==> src/rtl/inst_fetch_bridge_pkg.sv <==
// Shared types and constants for the instruction fetch bridge and the icache that will replace it.
package inst_fetch_bridge_pkg;

    localparam int unsigned RESP_W       = 2;
    localparam int unsigned FETCH_ADDR_W = 32;

    // Read response codes on the R channel
    localparam logic [RESP_W-1:0] RESP_OKAY   = 2'd0;
    localparam logic [RESP_W-1:0] RESP_SLVERR = 2'd2;
    localparam logic [RESP_W-1:0] RESP_DECERR = 2'd3;

    // Fetch request payload as the icache will see it
    typedef struct packed {
        logic [FETCH_ADDR_W-1:0] addr;
        logic                    uncache;
    } fetch_req_t;

endpackage

==> src/rtl/inst_fetch_bridge_if.sv <==
// Signal bundle between the fetch stage / memory interconnect and the fetch bridge.
interface inst_fetch_bridge_if #(
    parameter int unsigned ADDR_WIDTH = 32,
    parameter int unsigned DATA_WIDTH = 32
);

    // Fetch-stage request/response side
    logic                  icache_valid;
    logic [ADDR_WIDTH-1:0] inst_addr;
    logic                  inst_uncache_en;
    logic                  flush;
    logic                  inst_addr_ok;
    logic                  inst_data_ok;
    logic [DATA_WIDTH-1:0] inst_rdata;
    logic                  inst_fetch_err;
    logic                  icache_miss;

    // AR/R memory bus side
    logic                  ar_valid;
    logic [ADDR_WIDTH-1:0] ar_addr;
    logic                  ar_ready;
    logic                  r_valid;
    logic [DATA_WIDTH-1:0] r_data;
    logic [1:0]            r_resp;
    logic                  r_ready;

    // Bridge view: responds to fetch requests, issues reads on the bus
    modport slave (
        input  icache_valid, inst_addr, inst_uncache_en, flush,
        input  ar_ready, r_valid, r_data, r_resp,
        output inst_addr_ok, inst_data_ok, inst_rdata, inst_fetch_err, icache_miss,
        output ar_valid, ar_addr, r_ready
    );

    // Environment view: fetch stage plus memory interconnect
    modport master (
        output icache_valid, inst_addr, inst_uncache_en, flush,
        output ar_ready, r_valid, r_data, r_resp,
        input  inst_addr_ok, inst_data_ok, inst_rdata, inst_fetch_err, icache_miss,
        input  ar_valid, ar_addr, r_ready
    );

endinterface

==> src/rtl/inst_fetch_bridge.sv <==
// Uncached instruction fetch responder: turns fetch requests into single-word AR/R reads,
// keeps a bounded number in flight and drops responses that belong to flushed requests.
module inst_fetch_bridge
    import inst_fetch_bridge_pkg::*;
#(
    parameter int unsigned ADDR_WIDTH      = 32,
    parameter int unsigned DATA_WIDTH      = 32,
    parameter int unsigned MAX_OUTSTANDING = 2
) (
    input  logic               clk,
    input  logic               rst,
    inst_fetch_bridge_if.slave bus
);

    localparam int unsigned       CNT_W    = $clog2(MAX_OUTSTANDING + 1);
    localparam logic [CNT_W-1:0]  MAX_CNT  = CNT_W'(MAX_OUTSTANDING);
    localparam logic [RESP_W-1:0] ERR_MASK = RESP_SLVERR & RESP_DECERR;

    logic                  r_ar_valid;
    logic [ADDR_WIDTH-1:0] r_ar_addr;
    logic [CNT_W-1:0]      r_out_cnt;
    logic [CNT_W-1:0]      r_cancel_cnt;
    logic                  r_data_ok;
    logic [DATA_WIDTH-1:0] r_rdata;
    logic                  r_fetch_err;

    logic                  w_addr_ok;
    logic                  w_accept;
    logic                  w_ar_fire;
    logic                  w_r_fire;
    logic                  w_resp_err;
    logic                  w_deliver;
    logic [CNT_W-1:0]      w_out_after_r;
    logic [CNT_W-1:0]      w_out_nxt;
    logic [CNT_W-1:0]      w_cancel_nxt;
    logic                  w_unused;

    // Every request is served uncached and word aligned, so these inputs carry no information here
    assign w_unused = &{1'b0, bus.inst_uncache_en, bus.inst_addr[1:0]};

    assign w_addr_ok  = !bus.flush && !r_ar_valid && (r_out_cnt < MAX_CNT);
    assign w_accept   = bus.icache_valid && w_addr_ok;
    assign w_ar_fire  = r_ar_valid && bus.ar_ready;
    assign w_r_fire   = bus.r_valid;
    assign w_resp_err = (bus.r_resp & ERR_MASK) != RESP_OKAY;
    assign w_deliver  = w_r_fire && (r_cancel_cnt == '0) && !bus.flush;

    // In-flight count after this cycle's return; guarded so a stray response cannot wrap it
    assign w_out_after_r = (w_r_fire && (r_out_cnt != '0)) ? r_out_cnt - CNT_W'(1) : r_out_cnt;
    assign w_out_nxt     = w_out_after_r + CNT_W'(w_accept);

    // Flush reloads the drop count with everything still owed by the bus; otherwise drops consume it
    always_comb begin
        w_cancel_nxt = r_cancel_cnt;
        if (bus.flush) begin
            w_cancel_nxt = w_out_after_r;
        end else if (w_r_fire && (r_cancel_cnt != '0)) begin
            w_cancel_nxt = r_cancel_cnt - CNT_W'(1);
        end
    end

    // AR channel: load on accept, hold until the interconnect takes it (never retracted)
    always_ff @(posedge clk or negedge rst) begin
        if (!rst) begin
            r_ar_valid <= 1'b0;
            r_ar_addr  <= '0;
        end else if (w_accept) begin
            r_ar_valid <= 1'b1;
            r_ar_addr  <= {bus.inst_addr[ADDR_WIDTH-1:2], 2'b00};
        end else if (w_ar_fire) begin
            r_ar_valid <= 1'b0;
        end
    end

    // Outstanding and to-be-dropped read counters
    always_ff @(posedge clk or negedge rst) begin
        if (!rst) begin
            r_out_cnt    <= '0;
            r_cancel_cnt <= '0;
        end else begin
            r_out_cnt    <= w_out_nxt;
            r_cancel_cnt <= w_cancel_nxt;
        end
    end

    // Response to the fetch stage: one-cycle pulse, data zeroed on bus error
    always_ff @(posedge clk or negedge rst) begin
        if (!rst) begin
            r_data_ok   <= 1'b0;
            r_fetch_err <= 1'b0;
            r_rdata     <= '0;
        end else begin
            r_data_ok   <= w_deliver;
            r_fetch_err <= w_deliver && w_resp_err;
            if (w_deliver) begin
                r_rdata <= w_resp_err ? '0 : bus.r_data;
            end
        end
    end

    assign bus.inst_addr_ok   = w_addr_ok;
    assign bus.inst_data_ok   = r_data_ok;
    assign bus.inst_rdata     = r_rdata;
    assign bus.inst_fetch_err = r_fetch_err;
    assign bus.icache_miss    = r_out_cnt > r_cancel_cnt;
    assign bus.ar_valid       = r_ar_valid;
    assign bus.ar_addr        = r_ar_addr;
    assign bus.r_ready        = 1'b1;

endmodule

==> src/flat_wrapper.sv <==
// flat-port wrapper written by rule: the top's interface ports become plain ports
module inst_fetch_bridge_flat import inst_fetch_bridge_pkg::*;
#(
    parameter int unsigned ADDR_WIDTH      = 32,
    parameter int unsigned DATA_WIDTH      = 32,
    parameter int unsigned MAX_OUTSTANDING = 2
)
  (clk, rst, bus_icache_valid, bus_inst_addr, bus_inst_uncache_en, bus_flush, bus_ar_ready, bus_r_valid, bus_r_data, bus_r_resp, bus_inst_addr_ok, bus_inst_data_ok, bus_inst_rdata, bus_inst_fetch_err, bus_icache_miss, bus_ar_valid, bus_ar_addr, bus_r_ready);
  inst_fetch_bridge_if #(.ADDR_WIDTH(ADDR_WIDTH), .DATA_WIDTH(DATA_WIDTH)) bus_i ();
  input  logic clk;
  input  logic rst;
  input wire logic [$bits(bus_i.icache_valid)-1:0] bus_icache_valid;
  input wire logic [$bits(bus_i.inst_addr)-1:0] bus_inst_addr;
  input wire logic [$bits(bus_i.inst_uncache_en)-1:0] bus_inst_uncache_en;
  input wire logic [$bits(bus_i.flush)-1:0] bus_flush;
  input wire logic [$bits(bus_i.ar_ready)-1:0] bus_ar_ready;
  input wire logic [$bits(bus_i.r_valid)-1:0] bus_r_valid;
  input wire logic [$bits(bus_i.r_data)-1:0] bus_r_data;
  input wire logic [$bits(bus_i.r_resp)-1:0] bus_r_resp;
  output wire logic [$bits(bus_i.inst_addr_ok)-1:0] bus_inst_addr_ok;
  output wire logic [$bits(bus_i.inst_data_ok)-1:0] bus_inst_data_ok;
  output wire logic [$bits(bus_i.inst_rdata)-1:0] bus_inst_rdata;
  output wire logic [$bits(bus_i.inst_fetch_err)-1:0] bus_inst_fetch_err;
  output wire logic [$bits(bus_i.icache_miss)-1:0] bus_icache_miss;
  output wire logic [$bits(bus_i.ar_valid)-1:0] bus_ar_valid;
  output wire logic [$bits(bus_i.ar_addr)-1:0] bus_ar_addr;
  output wire logic [$bits(bus_i.r_ready)-1:0] bus_r_ready;
  assign bus_i.icache_valid = bus_icache_valid;
  assign bus_i.inst_addr = bus_inst_addr;
  assign bus_i.inst_uncache_en = bus_inst_uncache_en;
  assign bus_i.flush = bus_flush;
  assign bus_i.ar_ready = bus_ar_ready;
  assign bus_i.r_valid = bus_r_valid;
  assign bus_i.r_data = bus_r_data;
  assign bus_i.r_resp = bus_r_resp;
  assign bus_inst_addr_ok = bus_i.inst_addr_ok;
  assign bus_inst_data_ok = bus_i.inst_data_ok;
  assign bus_inst_rdata = bus_i.inst_rdata;
  assign bus_inst_fetch_err = bus_i.inst_fetch_err;
  assign bus_icache_miss = bus_i.icache_miss;
  assign bus_ar_valid = bus_i.ar_valid;
  assign bus_ar_addr = bus_i.ar_addr;
  assign bus_r_ready = bus_i.r_ready;
  inst_fetch_bridge #(.ADDR_WIDTH(ADDR_WIDTH), .DATA_WIDTH(DATA_WIDTH), .MAX_OUTSTANDING(MAX_OUTSTANDING)) u_core (.clk(clk), .rst(rst), .bus(bus_i));
endmodule
==> config.mk <==
export PLATFORM = sky130hd
export DESIGN_NAME = inst_fetch_bridge_flat
export DESIGN_NICKNAME = d
export VERILOG_FILES = /design/src/rtl/inst_fetch_bridge_pkg.sv /design/src/rtl/inst_fetch_bridge_if.sv /design/src/rtl/inst_fetch_bridge.sv /design/src/flat_wrapper.sv
export SDC_FILE = /design/constraint.sdc
export NUM_CORES = 1
export LEC_CHECK = 0
export BUFFER_PORTS_ARGS = -buffer_cell sky130_fd_sc_hd__buf_2
export CAP_MARGIN = 40
export CELL_PAD_IN_SITES_DETAIL_PLACEMENT = 0
export CELL_PAD_IN_SITES_GLOBAL_PLACEMENT = 1
export CORE_ASPECT_RATIO = 2
export CORE_MARGIN = 2
export CORE_UTILIZATION = 37
export DETAILED_ROUTE_END_ITERATION = 16
export GPL_ROUTABILITY_DRIVEN = 0
export HOLD_SLACK_MARGIN = 0.1
export PLACE_DENSITY_LB_ADDON = 0.1
export SLEW_MARGIN = 10
export SYNTH_ARGS = -nofsm -noshare
export SYNTH_HDL_FRONTEND = slang
export SYNTH_SLANG_ARGS = --single-unit
==> constraint.sdc <==
create_clock -name clk -period 4.3 [get_ports clk]
set_input_delay 0 -clock clk [delete_from_list [all_inputs] [get_ports clk]]
set_output_delay 0 -clock clk [all_outputs]
set_load 0.05 [all_outputs]
==> flow_summary.json, run 1 <==
{
  "yosys_warnings": 0,
  "synth_common_cells": "dfrtp_1, nand2_1, o21ai_0, mux2_4, inv_1",
  "drt.antenna.violating_nets": 0,
  "ctsResizeCount": 0,
  "cts_sinks": 69,
  "antenna_found_initial": 0,
  "cp-end-kind": "register",
  "drt_iter0_drc": 105,
  "dp.cells": 466,
  "synthArstFlopShare_pct": 100,
  "finalMaxSlewViolations": 0,
  "core_um2": 7830,
  "synth_compound_area_share_pct": 6.65,
  "root_buffer": "clkbuf_16",
  "pre_cts_ws_ns": 2.59,
  "min_period_ns": 1.68,
  "met3WireLength_um": 466,
  "synth.most_common_cell": "dfrtp_1",
  "synth_edf_count": 0,
  "clk_path_buf_depth": 2,
  "critPathKind": "register to register",
  "vias_per_cell": 4.44,
  "fin_cells": 548,
  "grt_max_degree": 67,
  "syn2layout_area_growth_pct": 56.7,
  "grt_pass1_wl_mm": 11.0,
  "ys_seq_area_share_pct": 58.5,
  "wl_mm": 7.08,
  "synth_top_area_cell": "dfrtp_1",
  "drv_cap": 0,
  "status": "finished, final reports clean",
  "top_layer": "met4",
  "leakage_uw": 0.00240,
  "arrival_ns": 1.90,
  "cts_buffers": 9,
  "wl_per_cell_um": 12.9,
  "place_hpwl_mm": 4.56,
  "n_antenna_cell": 0,
  "grt_overflow": 0,
  "ir_drop_mv": 0.599,
  "setup_violations": 0,
  "insertion_delay_ns": 0.33,
  "worst_slack_ns": 2.62,
  "synth_cell_types": 26,
  "path_clk_slew_ns": 0.06,
  "rows": 46,
  "nNetsFinal": 525,
  "synthTopCellsByArea": "dfrtp_1, mux2_4, nand2_1",
  "path_max_fanout": 32,
  "htreeDepth": 3,
  "drt_first_pass_iters": 4,
  "rsz0062_at_grt": "false",
  "fin_util_pct": 59.1,
  "synth_area_per_cell_um2": 11.9,
  "grt.total_usage_pct": 16.7,
  "wl_met1_mm": 3.03,
  "drc": 0,
  "synth_fa_ha_area_share_pct": 2.12,
  "fin_area_um2": 4630,
  "yosys.area_share.xor_xnor_pct": 0.593,
  "num_vias": 2435,
  "clock-skew-final_ns": 0.00396,
  "start_kind": "register",
  "hold_viol": 0,
  "die_w_um": 67.2,
  "synth_area_um2": 2950,
  "worst_slew_pin_slew_ns": 0.571,
  "synth_top_cell_area_share_pct": 58.5,
  "synth_cells": 248,
  "first_global_vias": 2412,
  "ys_seq_elements": 69,
  "min_path_type": "primary input to register",
  "io_buffers": 135,
  "cellPowerDensity_nw_per_um2": 827,
  "dpl_cell_area_um2": 3640,
  "crit_required_ns": 4.51,
  "dieHeight_um": 130,
  "initial_core_util_pct": 37.7,
  "fin_crit_sh_pct": 39.2,
  "maxSlewHeadroom_pct": 61.9,
  "fill_cells": 664,
  "synthMuxAreaShare_pct": 15.4,
  "cts_tree": "done",
  "layout-drive-gt1-share_pct": 41.4,
  "ys.flop_type": "dfrtp_1",
  "wl_met2_mm": 3.41,
  "synth-simple-area-share_pct": 10.8,
  "fmax_mhz": 594,
  "io_pins": 143,
  "die_area_um2": 8750,
  "synth_top_family_by_area": "multiplexers",
  "setup_tns_ns": 0
}
logic make-up (layout without fill, tap and decap cells):
family | count (synthesis) | in the layout
compound gates | 38 | 38
xor+xnor | 2 | 2
fa+ha+maj | 5 | 5
buf+inv | 25 | 228
flops | 69 | 69
mux | 31 | 31
other cells | 2 | 3
simple gates | 76 | 76
worst paths after layout:
check	from	to	slack, ns	depth (start not counted)
worst max-delay path	u_core.bus.ar_valid	u_core.bus.ar_addr[6]	2.62	3
worst min-delay path	bus_r_resp[1]	u_core.bus.inst_fetch_err	0.17	3
worst max register to register	u_core.bus.ar_valid	u_core.bus.ar_addr[6]	2.62	3
worst min register to register	u_core.bus.inst_rdata[3]	u_core.bus.inst_rdata[3]	0.47	2
max in group asynchronous	rst	u_core.bus.inst_rdata[2]	3.13	3
min in group asynchronous	rst	u_core.bus.ar_addr[7]	0.19	2
cells in the final DEF (no fill, tap or decap), drive strengths merged:
cell type	n
a211oi	1
a21o	1
a21oi	3
a31oi	1
and2	1
buf	138
bufinv	2
clkbuf	9
clkinv	1
clkinvlp	2
conb	3
dfrtp	69
dlygate4sd3	66
ha	5
inv	10
mux2	31
nand2	64
nand2b	2
nand3	2
nand3b	2
nor2	2
nor3	1
nor3b	1
nor4b	1
o21ai	32
xnor2	2
power breakdown:
part	switching, uW	internal [uW]
sequential	151	937
clock	280	510
combinational	1390	566
total	1820	2010
cell type report:
| type | count | area, um^2 | share of cell area, % |
|---|---|---|---|
| Timing Repair Buffer | 204 | 1370 | 29.5 |
| Sequential cell | 69 | 1730 | 37.3 |
| Clock inverter | 7 | 97.6 | 2.11 |
| Clock buffer | 9 | 225 | 4.87 |
| Inverter | 8 | 30.0 | 0.649 |
| Tap cell | 96 | 120 | 2.60 |
| Multi-Input combinational cell | 155 | 1060 | 23.0 |
critical path, cell delays in order, from the launching register on:
cell and delay (ns):
dfrtp_1 0.40, nor3_2 0.22, and2_4 0.54, mux2_2 0.40
state kept, by name (all words and copies together), names as in the netlist:
signal                     cells
u_core.bus.inst_rdata         32
u_core.r_out_cnt               2
u_core.r_cancel_cnt            2
u_core.bus.inst_fetch_err      1
u_core.bus.inst_data_ok        1
u_core.bus.ar_valid            1
u_core.bus.ar_addr            30
metal layers:
metal  vias to the layer above  GRT usage, %
li1                       1207             -
met1                      1123          20.6
met2                        95          26.5
met3                        10          2.67
met4                         0          10.8
met5                         -             0
what timing repair did:
item | CTS | global route
hold buffers | 66 | 0
buffers inserted | 0 | 0
endpoints found under the hold margin | 90 | 0
per-stage QoR:
step | total power [uW] | hold slack (ns)
after floorplan | 2590 | -0.296
after global placement | 2970 | 0.0195
after detailed placement | 3010 | 0.0284
after CTS | 3870 | 0.158
after global routing | 4020 | 0.234
final | 3830 | 0.166
(Power assumes the default switching activity.)
==> run 2, diff against run 1 <==
--- a/config.mk
+++ b/config.mk
@@ -5,13 +5,14 @@
 export SDC_FILE = /design/constraint.sdc
 export NUM_CORES = 1
 export LEC_CHECK = 0
+export ABC_AREA = 1
 export BUFFER_PORTS_ARGS = -buffer_cell sky130_fd_sc_hd__buf_2
 export CAP_MARGIN = 40
 export CELL_PAD_IN_SITES_DETAIL_PLACEMENT = 0
 export CELL_PAD_IN_SITES_GLOBAL_PLACEMENT = 1
 export CORE_ASPECT_RATIO = 2
 export CORE_MARGIN = 2
-export CORE_UTILIZATION = 37
+export CORE_UTILIZATION = 30
 export DETAILED_ROUTE_END_ITERATION = 16
 export GPL_ROUTABILITY_DRIVEN = 0
 export HOLD_SLACK_MARGIN = 0.1
==> constraint.sdc (replaced) <==
create_clock -name clk -period 1.5 [get_ports clk]
set_input_delay 0 -clock clk [delete_from_list [all_inputs] [get_ports clk]]
set_output_delay 0 -clock clk [all_outputs]
set_load 0.05 [all_outputs]
==> flow_summary.json, run 2 <==
{
  "synthMuxAreaShare_pct": 0,
  "io_pins": 143,
  "cts_tree": "done",
  "hold_viol": 0,
  "yosys.area_share.xor_xnor_pct": 0,
  "dieHeight_um": 146,
  "synth_cell_types": 21,
  "drc": 0,
  "antenna_found_initial": 0,
  "drv_cap": 0,
  "cts_sinks": 69,
  "synth_top_area_cell": "dfrtp_1",
  "grt.total_usage_pct": 16.4,
  "yosys_warnings": 0,
  "synth.most_common_cell": "nand2_1",
  "place_hpwl_mm": 5.69,
  "hold_ws_ns": 0.119,
  "critPathKind": "register to output pin",
  "synth_area_um2": 3000,
  "insertion_delay_ns": 0.33,
  "startpoint": "u_core.r_out_cnt[1]",
  "cts_buffers": 9,
  "synth_compound_area_share_pct": 6.00,
  "grt_pass1_wl_mm": 13.7,
  "synth_fa_ha_area_share_pct": 2.08,
  "synth_top_family_by_area": "simple AND/OR/NAND/NOR gates",
  "min_path_type": "primary input to register",
  "synth_cells": 325,
  "clk_path_buf_depth": 2,
  "wl_per_cell_um": 12.6,
  "drt_iter0_drc": 104,
  "finalMaxSlewViolations": 0,
  "first_global_vias": 2913,
  "final_common_cell": "nand2_1",
  "min-delay-start": "bus_flush",
  "rows": 51,
  "syn2layout_area_growth_pct": 60.8,
  "die_area_um2": 10900,
  "synth-simple-area-share_pct": 28.1,
  "drt_first_pass_iters": 4,
  "root_buffer": "clkbuf_16",
  "vias_per_cell": 4.34,
  "synth_top_cell_area_share_pct": 57.5,
  "leakage_uw": 0.00266,
  "synth_edf_count": 0,
  "setup_violations": 0,
  "synthArstFlopShare_pct": 100,
  "ys.flop_type": "dfrtp_1",
  "rsz0062_at_grt": "true",
  "min_period_ns": 1.44,
  "nNetsFinal": 608,
  "initial_core_util_pct": 30.8,
  "path_clk_slew_ns": 0.05,
  "core_um2": 9760,
  "mostFrequentLayoutCells": "nand2_1, buf_2, dfrtp_1",
  "die_w_um": 74.8,
  "clock-skew-final_ns": 0.00723,
  "grt_max_degree": 35,
  "ir_drop_mv": 1.04,
  "n_antenna_cell": 0,
  "status": "finished, final reports clean",
  "layout-drive-gt1-share_pct": 32.1,
  "io_buffers": 135,
  "cellPowerDensity_nw_per_um2": 2320,
  "largest_register_ffs": 32,
  "start_kind": "register",
  "synth_area_per_cell_um2": 9.24,
  "ys_seq_elements": 69,
  "num_vias": 2894,
  "grt_overflow": 0,
  "drt.antenna.violating_nets": 0,
  "wl_mm": 8.37,
  "synthTopCellsByArea": "dfrtp_1, nand2_1, nand3b_1",
  "cp-end-kind": "output pin",
  "fin_util_pct": 49.5,
  "fmax_mhz": 696,
  "arrival_ns": 1.44,
  "fin_crit_sh_pct": 95.8,
  "htreeDepth": 3,
  "timing.rr.start": "u_core.r_cancel_cnt[0]",
  "total_power_uw": 11200,
  "ys_seq_area_share_pct": 57.5,
  "path_max_fanout": 3,
  "crit_required_ns": 1.50,
  "synth_common_cells": "nand2_1, dfrtp_1, o21ai_0, nand3b_1, inv_1"
}
## run 2: cell types whose count changed after synthesis, sizes merged, moves of 2 or more
cell	change
nand3	+5
buf	+2
nand2	+72
nand3b	+31
xnor2	-2
mux2	-31
inv	+3
nand2b	-2
o21ai	+2
clkbuf	+3
## run 2: timing repair
action	4_1_cts	5_1_grt
endpoints found under the setup margin	1	19
cloned	0	0
setup buffers	0	3
gates resized for setup	1	8
hold buffers	66	0
endpoints found under the hold margin	134	0
## run 2: logic make-up (layout without fill, tap and decap cells)
kind of cell | after synthesis | count (layout)
AO/OA/AOI/OAI | 36 | 36
adder cells (fa/ha/maj) | 5 | 5
buffers and inverters | 33 | 242
flip-flops | 69 | 69
other | 2 | 3
AND/OR/NAND/NOR | 180 | 180
## run 2: path summary, 6_finish.rpt
path | to | slack (ns) | cells past startpoint
setup reg to reg | u_core.bus.inst_rdata[0] | 0.12 | 6
hold / removal | u_core.r_cancel_cnt[1] | 0.12 | 3
max in group asynchronous | u_core.bus.ar_addr[16] | 0.85 | 3
setup / recovery | bus_icache_miss | 0.06 | 4
min in group asynchronous | u_core.bus.ar_addr[23] | 0.14 | 2
hold reg to reg | u_core.bus.ar_addr[11] | 0.47 | 2
## run 2: worst max-delay path, stage by stage (launching register included)
cell and delay (ns):
dfrtp_1 0.41, ha_1 0.31, a21oi_1 0.07, a21oi_1 0.11, buf_4 0.21
## run 2: final cells by class
type                    count  area [um^2]
inverters                  11         41.3
clock inverters             4         47.5
flip-flops and latches     69         1730
well taps                 132          165
fillers                   954         4930
repair buffers            215         1500
clock buffers              12          246
multi-input cells         224         1110
## run 2: stage by stage
step                worst slack (ns)  instance area (um^2)  setup TNS (ns)  cells
CTS                           0.0290                  4800               0    664
floorplan                   -0.00923                  3010        -0.00923    326
finish                        0.0625                  4830               0    667
detailed placement            0.0623                  3850               0    582
global route                -0.00750                  4830        -0.00750    667
global placement              0.0915                  3850               0    582
## run 2: routing by layer
metal,vias to the layer above,wire [um],global-route usage (%)
li1,1444,-,-
met1,1352,3360,17.9
met2,89,4460,29.1
met3,9,424,4.43
met4,0,128,5.89
met5,-,0,0
## run 2: report_power, final
group	internal [uW]	switching, uW
registers	2750	429
clock network	1330	757
logic	1450	4510
total	5520	5700
==> run 3, diff against run 2 <==
==> constraint.sdc (replaced) <==
create_clock -name clk -period 1.2 [get_ports clk]
set_input_delay 0.18 -clock clk [delete_from_list [all_inputs] [get_ports clk]]
set_output_delay 0.18 -clock clk [all_outputs]
set_load 0.05 [all_outputs]
==> flow_summary.json, run 3 (same netlist as run 2, synthesis figures left out) <==
{
  "status": "finished, violations left",
  "violations": "setup timing",
  "fin_area_um2": 5400,
  "critPathKind": "register to output pin",
  "critPathMaxStageDelay_ns": 0.38,
  "htreeDepth": 3,
  "rsz0062_at_grt": "true",
  "layout-drive-gt1-share_pct": 41.0,
  "wl_mm": 9.37,
  "wl_per_cell_um": 13.7,
  "cts_sinks": 69,
  "r2r-end": "u_core.r_out_cnt[1]",
  "grt_overflow": 0,
  "cts_tree": "done",
  "core_um2": 9760,
  "cp_cell_sequence": "inv_2 > ha_1 > a21oi_4 > buf_6",
  "initial_core_util_pct": 30.8,
  "min_path_type": "primary input to register",
  "drt.antenna.violating_nets": 0,
  "cp_slowest_cell": "dfrtp_1",
  "hold_viol": 0,
  "fill_cells": 909,
  "drc": 0,
  "first_global_vias": 2972,
  "drv_cap": 0,
  "reg2reg_depth": 10,
  "mostFrequentLayoutCells": "nand2_1, buf_2, dfrtp_1",
  "die_w_um": 74.8,
  "largest_register_ffs": 32,
  "cellPowerDensity_nw_per_um2": 2830,
  "fmax_mhz": 633,
  "worst_slack_ns": -0.379,
  "root_buffer": "clkbuf_16",
  "leakage_uw": 0.00286,
  "cp-end-kind": "output pin",
  "grt_pass1_wl_mm": 14.6,
  "clock-skew-final_ns": 0.00756,
  "antenna_found_initial": 0,
  "num_vias": 2961,
  "syn2layout_area_growth_pct": 79.7,
  "min-delay-start": "bus_r_data[30]",
  "nNetsFinal": 626,
  "die_area_um2": 10900,
  "insertion_delay_ns": 0.33,
  "grt.total_usage_pct": 17.7,
  "multi_input_area_um2": 1280,
  "dpl_cell_area_um2": 4010,
  "whs_path_depth": 3,
  "cts_buffers": 9,
  "dieHeight_um": 146,
  "min_to": "u_core.bus.inst_rdata[30]",
  "final_common_cell": "nand2_1",
  "path_clk_slew_ns": 0.06,
  "setup_violations": 70,
  "clk_path_buf_depth": 2,
  "seqCellArea_um2": 1730,
  "place_hpwl_mm": 5.91,
  "io_pins": 143,
  "r2r_slack_ns": -0.23,
  "total_power_uw": 15300,
  "min_period_ns": 1.58,
  "n_antenna_cell": 0,
  "rows": 51,
  "crit_required_ns": 1.02,
  "fin_util_pct": 55.3,
  "fin_crit_sh_pct": 132,
  "timing.rr.start": "u_core.r_out_cnt[1]",
  "io_buffers": 135,
  "ir_drop_mv": 1.23,
  "arrival_ns": 1.40,
  "start_kind": "register",
  "vias_per_cell": 4.34,
  "drt_iter0_drc": 86,
  "path_max_fanout": 3,
  "drt_first_pass_iters": 4,
  "hold_ws_ns": 0.0931,
  "finalMaxSlewViolations": 0,
  "grt_max_degree": 37
}
[run 3: cell count changes in the layout (fill, tap and decap cells not counted), moves of 4 or more]
cell,before,now
buf_6,0,6
buf_12,4,11
dlygate4sd3_1,66,62
o21ai_0,29,1
o21ai_2,0,21
buf_16,0,6
o21ai_1,5,12
[run 3: what timing repair did]
item | CTS | global route
cloned | 7 | 2
setup endpoints to repair | 64 | 72
hold endpoints to repair | 130 | 0
buffers inserted | 11 | 3
hold buffers | 62 | 0
resized for setup | 63 | 32
pin swaps | 20 | 15
[run 3: metrics by stage]
stage	worst slack, ns	setup TNS (ns)	instances
floorplan	-0.135	-0.340	326
global placement	-0.158	-2.70	590
detailed placement	-0.183	-3.45	590
CTS	-0.387	-12.03	684
global route	-0.437	-15.55	683
finish	-0.379	-10.53	683
[run 3: metal layers]
metal  routed length [um]  global-route usage, %  up-vias  part of all wire (%)
li1                     -                      -     1487                     -
met1                 3530                   18.3     1374                    38
met2                 5310                   32.7       89                    57
met3                  394                   4.50       11                   4.2
met4                  136                   6.16        0                   1.5
met5                    0                      0        -                     0
[run 3: critical path, delay by kind of cell, from the launching register on]
family / cells / cell delay, ns
fa+ha+maj: 1 / 0.31
flops: 1 / 0.38
compound gates: 1 / 0.14
buf+inv: 2 / 0.23
[run 3: power breakdown]
group,switching [uW],leakage [uW],internal [uW]
Sequential,635,0.000879,3450
Clock,920,0.000134,1480
Combinational,6080,0.00184,2700
[run 3: layout make-up]
class                      instances  area share, %
multi-input combinational        224           23.7
inverter                          11          0.950
clock inverter                     2          0.185
sequential                        69           32.0
timing repair buffer             233           35.4
clock buffer                      12           4.75
tap                              132           3.06
[run 3: how the worst max path moves through the flow]
stage | from | endpoint | slack, ns | depth (start not counted)
detailed placement | u_core.r_out_cnt[1] | bus_icache_miss | -0.18 | 4
finish | u_core.r_out_cnt[0] | bus_icache_miss | -0.38 | 4
CTS | u_core.r_out_cnt[1] | bus_icache_miss | -0.39 | 4
floorplan | u_core.bus.ar_valid | u_core.r_out_cnt[1] | -0.14 | 7
global route | u_core.r_out_cnt[0] | bus_icache_miss | -0.44 | 6
global placement | u_core.r_out_cnt[1] | bus_icache_miss | -0.16 | 4
